**config.mk**
```make
export PLATFORM = sky130hd
export DESIGN_NAME = mips_multicycle_control_flat
export DESIGN_NICKNAME = d
export VERILOG_FILES = /design/src/rtl/mips_multicycle_control_pkg.sv /design/src/rtl/mips_multicycle_control_if.sv /design/src/rtl/mips_multicycle_control.sv /design/src/flat_wrapper.sv
export SDC_FILE = /design/constraint.sdc
export NUM_CORES = 1
export LEC_CHECK = 0
export CAP_MARGIN = 40
export CORE_MARGIN = 1.5
export CORE_UTILIZATION = 36
export CTS_CLUSTER_DIAMETER = 150
export DETAILED_ROUTE_END_ITERATION = 12
export MAX_ROUTING_LAYER = met4
export PLACE_DENSITY = 0.77
export SYNTH_ARGS = -nofsm -noshare
export SYNTH_HDL_FRONTEND = slang
export SYNTH_SLANG_ARGS = --single-unit
```
**constraint.sdc**
```tcl
create_clock -name clk -period 2.45 [get_ports clk]
set_clock_uncertainty 0.15 [all_clocks]
set_input_delay 0.49 -clock clk [delete_from_list [all_inputs] [get_ports clk]]
set_output_delay 0.49 -clock clk [all_outputs]
set_load 0.01 [all_outputs]
```
**src/rtl/mips_multicycle_control_pkg.sv**
```systemverilog
// Shared encodings for the multicycle MIPS control FSM: opcodes, state codes
// and the ALU / PC mux select values driven onto the datapath.
package mips_ctrl_pkg;

    localparam logic [5:0] OP_RTYPE = 6'b000000;
    localparam logic [5:0] OP_LW    = 6'b100011;
    localparam logic [5:0] OP_SW    = 6'b101011;
    localparam logic [5:0] OP_BEQ   = 6'b000100;
    localparam logic [5:0] OP_J     = 6'b000010;
    localparam logic [5:0] OP_ADDI  = 6'b001000;

    typedef enum logic [3:0] {
        RESET_S = 4'd0,
        FETCH   = 4'd1,
        DECODE  = 4'd2,
        MEMADR  = 4'd3,
        MEMRD   = 4'd4,
        MEMWB   = 4'd5,
        MEMWR   = 4'd6,
        EXEC    = 4'd7,
        RWB     = 4'd8,
        BEQ     = 4'd9,
        JUMP    = 4'd10,
        ADDIEX  = 4'd11,
        ADDIWB  = 4'd12
    } state_t;

    localparam logic [1:0] ALUOP_ADD   = 2'b00;
    localparam logic [1:0] ALUOP_SUB   = 2'b01;
    localparam logic [1:0] ALUOP_FUNCT = 2'b10;

    localparam logic [1:0] SRCB_B      = 2'b00;
    localparam logic [1:0] SRCB_FOUR   = 2'b01;
    localparam logic [1:0] SRCB_SEXT   = 2'b10;
    localparam logic [1:0] SRCB_SEXT_2 = 2'b11;

    localparam logic [1:0] PCSRC_ALU    = 2'b00;
    localparam logic [1:0] PCSRC_ALUOUT = 2'b01;
    localparam logic [1:0] PCSRC_JUMP   = 2'b10;

endpackage

```
**src/rtl/mips_multicycle_control_if.sv**
```systemverilog
// Control bundle between the multicycle FSM (master) and the datapath (slave).
interface mips_multicycle_control_if;
    logic [5:0] opcode;
    logic       mem_ready;
    logic       pc_write;
    logic       pc_write_cond;
    logic       iord;
    logic       mem_read;
    logic       mem_write;
    logic       ir_write;
    logic       mem_to_reg;
    logic       reg_dst;
    logic       reg_write;
    logic       alu_src_a;
    logic [1:0] alu_src_b;
    logic [1:0] alu_op;
    logic [1:0] pc_source;
    logic       instr_retire;
    logic       illegal_op;
    logic [3:0] state;

    modport master (
        input  opcode, mem_ready,
        output pc_write, pc_write_cond, iord, mem_read, mem_write, ir_write,
               mem_to_reg, reg_dst, reg_write, alu_src_a, alu_src_b, alu_op,
               pc_source, instr_retire, illegal_op, state
    );

    modport slave (
        output opcode, mem_ready,
        input  pc_write, pc_write_cond, iord, mem_read, mem_write, ir_write,
               mem_to_reg, reg_dst, reg_write, alu_src_a, alu_src_b, alu_op,
               pc_source, instr_retire, illegal_op, state
    );
endinterface

```
**src/rtl/mips_multicycle_control.sv**
```systemverilog
// Multicycle MIPS control FSM with memory-ready stalls.
// Define MIPS_ADDI_EN to support addi (DECODE -> ADDIEX -> ADDIWB).
module mips_multicycle_control
    import mips_ctrl_pkg::*;
(
    input  logic clk,
    input  logic reset,
    mips_multicycle_control_if.master bus
);

    state_t state_reg, state_next;
    logic   is_store_reg, is_store_next;
    logic   illegal_reg, illegal_next;

    always_ff @(posedge clk or negedge reset) begin
        if (!reset) begin
            state_reg    <= RESET_S;
            is_store_reg <= 1'b0;
            illegal_reg  <= 1'b0;
        end else begin
            state_reg    <= state_next;
            is_store_reg <= is_store_next;
            illegal_reg  <= illegal_next;
        end
    end

    // The lw/sw distinction is latched in DECODE so opcode is never re-read later.
    always_comb begin
        state_next    = state_reg;
        is_store_next = is_store_reg;
        illegal_next  = 1'b0;
        case (state_reg)
            RESET_S: state_next = FETCH;
            FETCH:   if (bus.mem_ready) state_next = DECODE;
            DECODE: begin
                is_store_next = (bus.opcode == OP_SW);
                case (bus.opcode)
                    OP_RTYPE:     state_next = EXEC;
                    OP_LW, OP_SW: state_next = MEMADR;
                    OP_BEQ:       state_next = BEQ;
                    OP_J:         state_next = JUMP;
`ifdef MIPS_ADDI_EN
                    OP_ADDI:      state_next = ADDIEX;
`endif
                    default: begin
                        state_next   = FETCH;
                        illegal_next = 1'b1;
                    end
                endcase
            end
            MEMADR:  state_next = is_store_reg ? MEMWR : MEMRD;
            MEMRD:   if (bus.mem_ready) state_next = MEMWB;
            MEMWB:   state_next = FETCH;
            MEMWR:   if (bus.mem_ready) state_next = FETCH;
            EXEC:    state_next = RWB;
            RWB:     state_next = FETCH;
            BEQ:     state_next = FETCH;
            JUMP:    state_next = FETCH;
`ifdef MIPS_ADDI_EN
            ADDIEX:  state_next = ADDIWB;
            ADDIWB:  state_next = FETCH;
`endif
            default: state_next = FETCH;
        endcase
    end

    always_comb begin
        bus.pc_write      = 1'b0;
        bus.pc_write_cond = 1'b0;
        bus.iord          = 1'b0;
        bus.mem_read      = 1'b0;
        bus.mem_write     = 1'b0;
        bus.ir_write      = 1'b0;
        bus.mem_to_reg    = 1'b0;
        bus.reg_dst       = 1'b0;
        bus.reg_write     = 1'b0;
        bus.alu_src_a     = 1'b0;
        bus.alu_src_b     = SRCB_B;
        bus.alu_op        = ALUOP_ADD;
        bus.pc_source     = PCSRC_ALU;
        bus.instr_retire  = 1'b0;
        case (state_reg)
            FETCH: begin
                bus.mem_read  = 1'b1;
                bus.alu_src_b = SRCB_FOUR;
                bus.ir_write  = bus.mem_ready;
                bus.pc_write  = bus.mem_ready;
            end
            DECODE: bus.alu_src_b = SRCB_SEXT_2;
            MEMADR: begin
                bus.alu_src_a = 1'b1;
                bus.alu_src_b = SRCB_SEXT;
            end
            MEMRD: begin
                bus.mem_read = 1'b1;
                bus.iord     = 1'b1;
            end
            MEMWB: begin
                bus.reg_write    = 1'b1;
                bus.mem_to_reg   = 1'b1;
                bus.instr_retire = 1'b1;
            end
            MEMWR: begin
                bus.mem_write    = 1'b1;
                bus.iord         = 1'b1;
                bus.instr_retire = bus.mem_ready;
            end
            EXEC: begin
                bus.alu_src_a = 1'b1;
                bus.alu_op    = ALUOP_FUNCT;
            end
            RWB: begin
                bus.reg_write    = 1'b1;
                bus.reg_dst      = 1'b1;
                bus.instr_retire = 1'b1;
            end
            BEQ: begin
                bus.alu_src_a     = 1'b1;
                bus.alu_op        = ALUOP_SUB;
                bus.pc_write_cond = 1'b1;
                bus.pc_source     = PCSRC_ALUOUT;
                bus.instr_retire  = 1'b1;
            end
            JUMP: begin
                bus.pc_write     = 1'b1;
                bus.pc_source    = PCSRC_JUMP;
                bus.instr_retire = 1'b1;
            end
`ifdef MIPS_ADDI_EN
            ADDIEX: begin
                bus.alu_src_a = 1'b1;
                bus.alu_src_b = SRCB_SEXT;
            end
            ADDIWB: begin
                bus.reg_write    = 1'b1;
                bus.instr_retire = 1'b1;
            end
`endif
            default: ;
        endcase
    end

    assign bus.state      = state_reg;
    assign bus.illegal_op = illegal_reg;

endmodule

```
**src/flat_wrapper.sv**
```systemverilog
// flat-port wrapper written by rule: the top's interface ports become plain ports
module mips_multicycle_control_flat import mips_ctrl_pkg::*;
  (clk, reset, bus_opcode, bus_mem_ready, bus_pc_write, bus_pc_write_cond, bus_iord, bus_mem_read, bus_mem_write, bus_ir_write, bus_mem_to_reg, bus_reg_dst, bus_reg_write, bus_alu_src_a, bus_alu_src_b, bus_alu_op, bus_pc_source, bus_instr_retire, bus_illegal_op, bus_state);
  mips_multicycle_control_if bus_i ();
  input  logic clk;
  input  logic reset;
  input wire logic [$bits(bus_i.opcode)-1:0] bus_opcode;
  input wire logic [$bits(bus_i.mem_ready)-1:0] bus_mem_ready;
  output wire logic [$bits(bus_i.pc_write)-1:0] bus_pc_write;
  output wire logic [$bits(bus_i.pc_write_cond)-1:0] bus_pc_write_cond;
  output wire logic [$bits(bus_i.iord)-1:0] bus_iord;
  output wire logic [$bits(bus_i.mem_read)-1:0] bus_mem_read;
  output wire logic [$bits(bus_i.mem_write)-1:0] bus_mem_write;
  output wire logic [$bits(bus_i.ir_write)-1:0] bus_ir_write;
  output wire logic [$bits(bus_i.mem_to_reg)-1:0] bus_mem_to_reg;
  output wire logic [$bits(bus_i.reg_dst)-1:0] bus_reg_dst;
  output wire logic [$bits(bus_i.reg_write)-1:0] bus_reg_write;
  output wire logic [$bits(bus_i.alu_src_a)-1:0] bus_alu_src_a;
  output wire logic [$bits(bus_i.alu_src_b)-1:0] bus_alu_src_b;
  output wire logic [$bits(bus_i.alu_op)-1:0] bus_alu_op;
  output wire logic [$bits(bus_i.pc_source)-1:0] bus_pc_source;
  output wire logic [$bits(bus_i.instr_retire)-1:0] bus_instr_retire;
  output wire logic [$bits(bus_i.illegal_op)-1:0] bus_illegal_op;
  output wire logic [$bits(bus_i.state)-1:0] bus_state;
  assign bus_i.opcode = bus_opcode;
  assign bus_i.mem_ready = bus_mem_ready;
  assign bus_pc_write = bus_i.pc_write;
  assign bus_pc_write_cond = bus_i.pc_write_cond;
  assign bus_iord = bus_i.iord;
  assign bus_mem_read = bus_i.mem_read;
  assign bus_mem_write = bus_i.mem_write;
  assign bus_ir_write = bus_i.ir_write;
  assign bus_mem_to_reg = bus_i.mem_to_reg;
  assign bus_reg_dst = bus_i.reg_dst;
  assign bus_reg_write = bus_i.reg_write;
  assign bus_alu_src_a = bus_i.alu_src_a;
  assign bus_alu_src_b = bus_i.alu_src_b;
  assign bus_alu_op = bus_i.alu_op;
  assign bus_pc_source = bus_i.pc_source;
  assign bus_instr_retire = bus_i.instr_retire;
  assign bus_illegal_op = bus_i.illegal_op;
  assign bus_state = bus_i.state;
  mips_multicycle_control u_core (.clk(clk), .reset(reset), .bus(bus_i));
endmodule
```
==> run summary <==
By area the synthesized netlist is led by sky130_fd_sc_hd__dfrtp_1, sky130_fd_sc_hd__nor2_1, sky130_fd_sc_hd__nand2b_1. In this run the worst hold path is classified as input port to async pin. The async set-reset flop share out of synthesis came out at 100.0%. The die covers 1694 µm². The total of endpoints with negative setup slack in the final report is 0. The synthesized instance count came out at 71. Timing would allow up to 424.7 MHz. The share of cells above drive strength 1 is 16.04%. The slack of the worst reg-to-reg path is 0.44 ns. The number of synthesized register bits is 6.

The top-level I/O count came out at 31. The buffer levels on the longest clock path is 2. The number of buffers inserted to repair setup after CTS is 0. The signal arrival time at the worst endpoint is 1.71 ns. For this run the aggregate overflow at the end of global routing stands at 0.

The CTS sink count came out at 6. The number of global-route vias before repair came out at 535. The global-route usage over all layers came out at 20.80%. The clock reaches the later pin of the worst-skew pair after 0.25 ns. After synthesis, the largest area contributor takes up 28.64% of total cell area. The largest incremental delay on the critical path is 0.51 ns. The cell at the root of the clock tree is sky130_fd_sc_hd__clkbuf_4.

The total number of vias came out at 660. The initial utilization of the core area, before any placement, comes to 39.31%. The clock buffer count from CTS came out at 3. The clock slew seen by the registers of the worst setup and hold paths is 0.05 ns. The post-DP HPWL came out at 1140 µm. The largest area contributor in the netlist is sky130_fd_sc_hd__dfrtp_1. The summed instance area of the synthesized netlist is 524.3 µm². The hold violation total from the final report was 0. STA classifies the critical path startpoint as an input port. The final net count is 117. The relative area change from synthesis to final layout came out at 70.41%. The maximum number of pins on one net before global-route repair is 13.

Setup repair after global routing left no endpoint under its margin. The number of maximum-capacitance constraint violations is 0. Routability-driven placement finished with a final weighted congestion of 0.7717. The number of DRC violations after detailed-routing iteration 0 came out at 17. The number of detailed-route iterations in the first pass is 4. Synthesis instantiated 28 different standard cells from the library. Ranked by instance count, the synthesized netlist is headed by sky130_fd_sc_hd__nor2_1, sky130_fd_sc_hd__nand2_1, sky130_fd_sc_hd__dfrtp_1, sky130_fd_sc_hd__a21oi_1, sky130_fd_sc_hd__nand2b_1. The number of non-filler instances in the completed layout is 121. At the end of the flow the core is filled with cells to 66.98%. The wire length of the first global-routing pass came out at 2145 µm. Hold timing on the final database bottoms out at a slack of 0.3156 ns. The category of the critical setup timing path is input port to output port. The die is 41.16 µm tall. In the final routed layout, each cell accounts on average for 12.02 µm. Fill cells in the final layout number 122.

The required time of the worst setup path is 1.81 ns. The worst slew margin relative to its limit is 79.55%. Traced cell by cell, the critical path runs through clkdlybuf4s50_1 > nand3_1 > mux2_2 > nor2_1 > dlygate4sd2_1. The run finished with clean final reports.

For this run, the number of Yosys warnings is 0. The count of nets left with antenna violations once routing finished came out at 0. The total count of max-transition violations in the final report came out at 0. Buffers inserted to repair hold after CTS numbered 0. The post-detailed-placement cell area came out at 865.8 µm². Among all stages on the critical path, the largest delay is contributed by sky130_fd_sc_hd__clkdlybuf4s50_1. 0 antenna diodes ended up in the layout. The number of antenna violations at the first check in global routing was 0.

IR analysis of the VDD net gives a maximum drop of 0.0005665 V. After routing the design area is 893.4 µm². The average cell area after synthesis is 7.384 µm². The number of synthesized flops with an enable pin came out at 0. The synthesized netlist net count came out at 80. The largest fanout on the critical path is 3. The ratio of routed vias to standard cells is 5.455. The post-route setup TNS came out at 0 ns. The worst setup path is captured at an output port. The final cycle utilization of the critical path came out at 96.10%. After detailed placement, the design holds a cell count of 118. The flip-flop count of the largest register, all copies and words added is 4. The library cell with the highest instance count after synthesis is sky130_fd_sc_hd__nor2_1. The count of H-tree levels built during CTS came out at 1. The post-detailed-route DRC marker count came out at 0. The count of port buffers added during placement came out at 30.

The most used flip-flop cell after synthesis is sky130_fd_sc_hd__dfrtp_1. At the pin with the least slew margin, the transition time is 0.3039 ns. The number of cells on the worst reg-to-reg path is 5. The number of placement rows is 13.

The startpoint identified for the worst register-to-register timing path is u_core.bus.state[0]. TritonCTS built the clock tree. The aggregate routed wire length is 1454 µm. The leakage power total is 0.0003880 µW. The chip width came out at 41.16 µm.

The core outline area is 1334 µm². The power per standard cell area is 965.5 nW/µm². The fraction of the yosys area taken by sequential cells came out at 28.64%. The endpoint identified for the worst register-to-register timing path is u_core.bus.state[1]. The shortest period the worst path allows is 2.355 ns.
[power by group]
group          switching [µW]  internal [µW]
Clock                    39.1           55.6
Combinational             276            314
Sequential               44.3            133
Total                     360            503
[timing repair]
action,in CTS,in global routing
hold endpoints to repair,0,0
endpoints found under the setup margin,5,2
resized for setup,7,2
[how the worst max path moves through the flow]
stage / startpoint / to / slack [ns] / depth (start not counted)
5_1_grt: u_core.bus.state[0] / bus_mem_write / 0.001 / 4
4_1_cts: u_core.bus.state[0] / bus_mem_read / 0.03 / 3
3_3_place_gp: bus_mem_ready / bus_pc_write / -0.17 / 5
3_5_place_dp: bus_mem_ready / bus_pc_write / -0.18 / 5
6_report: bus_mem_ready / bus_pc_write / 0.1 / 5
2_1_floorplan: u_core.bus.state[0] / bus_alu_op[0] / 0.50 / 4
[placed cells by master (no fill, tap or decap)]
cell,netlist,layout
sky130_fd_sc_hd__mux2_2,2,2
sky130_fd_sc_hd__and2_1,1,1
sky130_fd_sc_hd__nand2_1,7,7
sky130_fd_sc_hd__nor3_1,3,3
sky130_fd_sc_hd__or3_1,1,1
sky130_fd_sc_hd__dfrtp_1,6,4
sky130_fd_sc_hd__a2111oi_2,1,1
sky130_fd_sc_hd__or4b_4,1,1
sky130_fd_sc_hd__dlygate4sd2_1,0,4
sky130_fd_sc_hd__xnor2_1,1,1
sky130_fd_sc_hd__or4_1,1,1
sky130_fd_sc_hd__nand2b_1,5,4
sky130_fd_sc_hd__nor2_1,11,11
sky130_fd_sc_hd__mux2i_1,1,1
sky130_fd_sc_hd__nand3_1,2,2
sky130_fd_sc_hd__nand2b_2,0,1
sky130_fd_sc_hd__o21ai_1,3,3
sky130_fd_sc_hd__clkdlybuf4s50_1,0,24
sky130_fd_sc_hd__a21oi_1,5,5
sky130_fd_sc_hd__nor4_1,2,2
sky130_fd_sc_hd__o32ai_1,1,1
sky130_fd_sc_hd__dfrtp_2,0,2
sky130_fd_sc_hd__dlymetal6s2s_1,0,2
sky130_fd_sc_hd__inv_1,4,4
sky130_fd_sc_hd__buf_4,2,6
sky130_fd_sc_hd__o21a_1,1,1
sky130_fd_sc_hd__or2_2,1,1
sky130_fd_sc_hd__o21ai_0,2,2
sky130_fd_sc_hd__a2bb2oi_1,1,1
sky130_fd_sc_hd__a22oi_1,1,1
sky130_fd_sc_hd__o22ai_1,1,1
sky130_fd_sc_hd__clkbuf_4,0,3
sky130_fd_sc_hd__a211oi_1,2,2
[worst max-delay path, delay by kind of cell]
family	cells	cell delay, ns
muxes	1	0.28
and+or+nand+nor	2	0.18
buffers and inverters	2	0.77
[kinds of logic (layout without fill, tap and decap cells)]
logic type,count (synthesis),in the layout,synth area share [%]
flip-flops,6,6,28.64
AO/OA/AOI/OAI,18,18,22.67
XOR/XNOR,1,1,1.671
multiplexers,3,3,6.205
AND/OR/NAND/NOR,35,35,33.65
buffers and inverters,8,43,7.159
[final cells by class]
type | count | area, µm² | area share [%]
flip-flops and latches | 6 | 152.6 | 17.09
clock buffers | 3 | 22.52 | 2.521
repair buffers | 36 | 345.3 | 38.66
well taps | 15 | 18.77 | 2.101
inverters | 4 | 15.01 | 1.681
multi-input cells | 57 | 339.1 | 37.96
[metal layers]
| metal | part of all wire [%] | wire length (µm) | GRT usage [%] | vias to the layer above |
|---|---|---|---|---|
| met5 | 0 | 0 | - | - |
| met4 | 2.6 | 38 | 12.90 | 0 |
| met3 | 6.0 | 87 | 7.609 | 6 |
| met2 | 51 | 741 | 34.38 | 34 |
| met1 | 40 | 587 | 20.59 | 296 |
| li1 | - | - | - | 324 |
[per-stage QoR]
step | total power (µW) | setup slack [ns]
finish | 862.5 | 0.09546
global placement | 783.9 | -0.1736
global route | 934.6 | 0.001302
detailed placement | 791.4 | -0.1778
floorplan | 475.6 | 0.5022
CTS | 870.2 | 0.02506
(Power assumes the default switching activity.)
